<file path="src/rtl/pipe_hazard_ctrl.sv">
// Hazard and sequencing controller for the 16-bit 5-stage pipeline:
// load-use stalls, control-transfer flushes, memory freezes and statistics.
module pipe_hazard_ctrl #(
    parameter int REG_AW         = 3,
    parameter int LOAD_STALL_CYC = 1,
    parameter int CNT_W          = 16,
    parameter int ZERO_REG_EN    = 1
) (
    input  logic              clk_i,
    input  logic              rst_n,
    input  logic [REG_AW-1:0] id_rs_addr_i,
    input  logic [REG_AW-1:0] id_rt_addr_i,
    input  logic              id_use_rs_i,
    input  logic              id_use_rt_i,
    input  logic              ex_memread_i,
    input  logic              ex_regwrite_i,
    input  logic [REG_AW-1:0] ex_dst_addr_i,
    input  logic              ex_branch_taken_i,
    input  logic              ex_jump_i,
    input  logic              mem_busy_i,
    input  logic              cnt_clr_i,
    output logic              pc_write_o,
    output logic              ifid_write_o,
    output logic              ifid_flush_o,
    output logic              dhz_o,
    output logic              chz_o,
    output logic              pipe_freeze_o,
    output logic [CNT_W-1:0]  stall_cnt_o,
    output logic [CNT_W-1:0]  flush_cnt_o
);

    typedef enum logic {
        RUN   = 1'b0,
        STALL = 1'b1
    } state_e;

    localparam logic [2:0] REM_INIT = 3'(LOAD_STALL_CYC - 1);

    state_e           state_q, state_d;
    logic [2:0]       rem_q, rem_d;
    logic [CNT_W-1:0] stall_cnt_q, stall_cnt_d;
    logic [CNT_W-1:0] flush_cnt_q, flush_cnt_d;

    logic rs_hit, rt_hit, zero_dst, luh, cth;

    assign rs_hit   = id_use_rs_i && (id_rs_addr_i == ex_dst_addr_i);
    assign rt_hit   = id_use_rt_i && (id_rt_addr_i == ex_dst_addr_i);
    assign zero_dst = (ZERO_REG_EN != 0) && (ex_dst_addr_i == '0);
    assign luh      = ex_memread_i && ex_regwrite_i
                      && (rs_hit || rt_hit) && !zero_dst;
    assign cth      = ex_branch_taken_i || ex_jump_i;

    always_comb begin
        pc_write_o    = 1'b1;
        ifid_write_o  = 1'b1;
        ifid_flush_o  = 1'b0;
        dhz_o         = 1'b0;
        chz_o         = 1'b0;
        pipe_freeze_o = 1'b0;
        state_d       = state_q;
        rem_d         = rem_q;

        // Priority: reset, freeze, control transfer, then data hazard.
        if (!rst_n) begin
            state_d = RUN;
            rem_d   = '0;
        end else if (mem_busy_i) begin
            pc_write_o    = 1'b0;
            ifid_write_o  = 1'b0;
            pipe_freeze_o = 1'b1;
        end else if (cth) begin
            chz_o        = 1'b1;
            ifid_flush_o = 1'b1;
            state_d      = RUN;
            rem_d        = '0;
        end else if (state_q == STALL) begin
            dhz_o        = 1'b1;
            pc_write_o   = 1'b0;
            ifid_write_o = 1'b0;
            rem_d        = rem_q - 3'd1;
            if (rem_q == 3'd1) begin
                state_d = RUN;
            end
        end else if (luh) begin
            dhz_o        = 1'b1;
            pc_write_o   = 1'b0;
            ifid_write_o = 1'b0;
            if (LOAD_STALL_CYC > 1) begin
                state_d = STALL;
                rem_d   = REM_INIT;
            end
        end
    end

    always_comb begin
        stall_cnt_d = stall_cnt_q;
        flush_cnt_d = flush_cnt_q;
        if (cnt_clr_i) begin
            stall_cnt_d = '0;
            flush_cnt_d = '0;
        end else begin
            if (dhz_o && !(&stall_cnt_q)) begin
                stall_cnt_d = stall_cnt_q + 1'b1;
            end
            if (chz_o && !(&flush_cnt_q)) begin
                flush_cnt_d = flush_cnt_q + 1'b1;
            end
        end
    end

    always_ff @(posedge clk_i or negedge rst_n) begin
        if (!rst_n) begin
            state_q     <= RUN;
            rem_q       <= '0;
            stall_cnt_q <= '0;
            flush_cnt_q <= '0;
        end else begin
            state_q     <= state_d;
            rem_q       <= rem_d;
            stall_cnt_q <= stall_cnt_d;
            flush_cnt_q <= flush_cnt_d;
        end
    end

    assign stall_cnt_o = stall_cnt_q;
    assign flush_cnt_o = flush_cnt_q;

endmodule

</file>
<file path="config.mk">
export PLATFORM = sky130hd
export DESIGN_NAME = pipe_hazard_ctrl
export DESIGN_NICKNAME = d
export VERILOG_FILES = /design/src/rtl/pipe_hazard_ctrl.sv
export SDC_FILE = /design/constraint.sdc
export NUM_CORES = 1
export LEC_CHECK = 0
export ABC_AREA = 1
export BUFFER_PORTS_ARGS = -buffer_cell sky130_fd_sc_hd__buf_2
export CELL_PAD_IN_SITES_DETAIL_PLACEMENT = 0
export CELL_PAD_IN_SITES_GLOBAL_PLACEMENT = 1
export CORE_UTILIZATION = 41
export DETAILED_ROUTE_END_ITERATION = 6
export GPL_ROUTABILITY_DRIVEN = 0
export PLACE_DENSITY = 0.95
export SYNTH_ARGS = -nofsm -noshare
export SYNTH_HDL_FRONTEND = slang
export SYNTH_SLANG_ARGS = --single-unit
</file>
<file path="constraint.sdc">
create_clock -name clk_i -period 2.8 [get_ports clk_i]
set_clock_uncertainty 0.2 [all_clocks]
set_input_delay 0.42 -clock clk_i [delete_from_list [all_inputs] [get_ports clk_i]]
set_output_delay 0.42 -clock clk_i [all_outputs]
set_load 0.005 [all_outputs]
</file>
==> results.tsv <==
stage	metric	value	unit
worst_setup_path	crit end category	output port	
worst_setup_path	flop2flop setup slack	0.54	ns
worst_setup_path	end of the critical path	ifid_write_o	
worst_setup_path	ordered list of cells on the worst path	dlygate4sd3_1 -> buf_2 -> buf_4 -> nand2_1 -> inv_1 -> a21oi_1 -> buf_2	
pwr	PwrDens	399	nW/µm²
drt	Vias per Instance	5.09	
pwr	Power, Total	1130	µW
global_route	GR Overflow Total	0	
cells_and_area	layout net count	417	
worst_setup_path	CP most frequent cell	buf_2	
synth	ranking of synthesized cells by area	dfrtp_1, nand2_1, nor2_1	
sta	Hold Vio Cnt, Final	0	
pwr	Max VDD drop	244	µV
drt	via count	2378	
synth	syn nets	358	
synth	FF+latch count, synth	36	
drt	wire length per cell	12.6	µm
worst_setup_path	CP Launch Point	rst_n	
cells_and_area	register area	901	µm²
worst_hold_path	worst min path class	in2reg	
synth	asr flop ratio synth	100	%
drt	drc violations	0	
sta	max_slew headroom	63.2	%
cells_and_area	Finished Cell Area	2840	µm²
floorplanning	# rows	27	
floorplanning	initial core utilization	42.9	%
placed_design	Placed Area	2720	µm²
cells_and_area	layout cells sized above 1	20.8	%
drt	Routed WL	5.89	mm
cells_and_area	area delta synth->final	18.6	%
worst_setup_path	Critical R2R Launch	flush_cnt_o[0]	
worst_setup_path	Startpoint Class	primary input	
clock_network	CTS resizes	0	
clock_network	Root Driver	clkbuf_8	
clock_network	Clock Pin Slew Worst Setup and Hold Paths	0.08	ns
sta	Final setup violation count	0	
synth	sequential fraction of the synthesis area	37.6	%
clock_network	CTS Sinks	36	
clock_network	setup repair bufs after CTS	0	
worst_setup_path	CP Class	in2out	
worst_setup_path	Worst R2R Path Depth	9	
cells_and_area	final design utilization	50.9	%
synth	Post-synth EDFFs	0	
synth	cell with the most instances after synthesis	nand2_1	
synth	area leader, netlist	dfrtp_1	
sta	post-route minimum period	2.53	ns
placed_design	post-DP HPWL	4.37	mm
worst_setup_path	FF-to-FF End	flush_cnt_o[13]	
clock_network	CTS hold repair buffers	1	
floorplanning	CORE AREA	5570	µm²
synth	Mapped Area	2390	µm²
global_route	largest net degree at the start of global routing	22	
sta	fmax	0.396	GHz
status	status	finished, final reports clean	
sta	period utilization	90.3	%
worst_setup_path	largest fanout on the critical path	14	
worst_setup_path	WP data required	2.18	ns
synth	top cells by count, synth	nand2_1, nor2_1, dfrtp_1	
clock_network	CTS buffer count	5	
pwr	Leak Pwr	0.00148	µW
synth	Mapped Cells	335	
floorplanning	# IOs	57	
worst_setup_path	critical path arrival	1.91	ns
floorplanning	Horiz. Die Dim	78.4	µm
global_route	initial antenna violation count	0	
sta	setup repair after global routing missed its margin	no	
sta	Slew Limit Fails	0	
global_route	first-pass GRT wire length	10.3	mm
sta	setup_tns	0	ns
worst_setup_path	slowest CP cell	dlygate4sd3_1	
worst_setup_path	Worst path max stage delay	0.52	ns
synth	mean post-synth cell area	7.14	µm²
clock_network	CTS H-tree lvls	2	
sta	Worst Tran Pin Value	0.552	ns
clock_network	Clk Latency, worst-skew pair	0.30	ns
global_route	vias in the first global route	2267	
clock_network	CTS tree	yes	
drt	Initial DRC Count	131	
synth	most common flop cell mapped by yosys	dfrtp_1	
floorplanning	total die area	6150	µm²
synth	top cell type's share of synthesized area	37.6	%
global_route	Total GRT Usage	21.3	%
cells_and_area	Antenna Cells	0	
floorplanning	Die H	78.4	µm
drt	Routed Antenna Nets	0	
drt	DRT Pass-1 Iters	4	
cells_and_area	area of the multi-input gates	1280	µm²
clock_network	clock buffer depth	2	
synth	Ys Warns	0	
sta	Hold Slack	0.245	ns
synth	count of cell types in the netlist	31	
job	Max-Cap Viols	0	
cells_and_area	fillers	575	
placed_design	Port Buffers	56	
state kept, by name (all words and copies together) (netlist names):
signal,cells
state_q,1
stall_cnt_o,16
flush_cnt_o,16
rem_q,3
cell families after synthesis:
kind of cell	after synthesis	share of synthesized area, %
buffers and inverters	43	8.73
adder cells (fa/ha/maj)	4	2.09
AO/OA/AOI/OAI	28	6.69
AND/OR/NAND/NOR	209	39.4
XOR/XNOR	15	5.49
flip-flops	36	37.6
worst max-delay path, delay by kind of cell:
kind                   cells  cell delay (ns)
and+or+nand+nor            1             0.09
buffers and inverters      5             1.33
AOI/OAI and AO/OA          1             0.07
power by group:
group | total [µW] | switching, µW | internal, µW
combinational | 121 | 76.7 | 43.9
clock | 472 | 208 | 264
sequential | 539 | 10.3 | 529
how the worst min path moves through the flow:
stage               start             end  cells past startpoint
3_5_place_dp        rst_n  flush_cnt_o[4]                      1
5_1_grt        mem_busy_i         state_q                      3
2_1_floorplan       rst_n  flush_cnt_o[0]                      0
3_3_place_gp        rst_n  flush_cnt_o[4]                      1
4_1_cts        mem_busy_i         state_q                      3
6_report       mem_busy_i         state_q                      3
layer usage:
| metal | vias up | GRT usage (%) | part of all wire, % |
|---|---|---|---|
| met4 | 0 | 7.04 | 1.3 |
| met3 | 8 | 4.07 | 5.1 |
| met1 | 1106 | 25.9 | 45 |
| met2 | 63 | 37.7 | 48 |
| met5 | - | 0 | 0 |
| li1 | 1201 | - | - |
area by class of cell:
class | instances | share of cell area (%)
clock buffer | 5 | 2.43
timing repair buffer | 62 | 11.6
sequential | 36 | 31.7
inverter | 33 | 4.37
tap | 72 | 3.17
clock inverter | 3 | 1.50
multi-input combinational | 256 | 45.2
placed cells by master, fill, tap and decap left out:
| master | instances |
|---|---|
| a31oi_1 | 2 |
| nand2_1 | 91 |
| nor3b_1 | 3 |
| buf_2 | 56 |
| ha_1 | 4 |
| nand4_4 | 1 |
| o31ai_1 | 4 |
| a211oi_1 | 1 |
| nor3_2 | 1 |
| nand2_4 | 1 |
| xor2_1 | 13 |
| xnor2_1 | 2 |
| o21ai_0 | 11 |
| nor3_1 | 9 |
| nand3_4 | 1 |
| clkinvlp_4 | 1 |
| clkinv_2 | 1 |
| nor2_1 | 53 |
| dfrtp_1 | 36 |
| bufinv_16 | 1 |
| inv_2 | 3 |
| dlygate4sd3_1 | 1 |
| nand4_1 | 9 |
| clkbuf_8 | 5 |
| buf_4 | 5 |
| nand3_1 | 34 |
| inv_1 | 30 |
| o22ai_1 | 1 |
| nor2_4 | 2 |
| a21oi_1 | 8 |
| nand2_2 | 4 |
| a311oi_1 | 1 |
per-stage QoR:
step                setup WS, ns  std cells
floorplan                  0.987        335
global placement           0.652        458
detailed placement         0.584        458
CTS                        0.236        467
global route              0.0905        467
finish                     0.272        467
(Power assumes the default switching activity.)
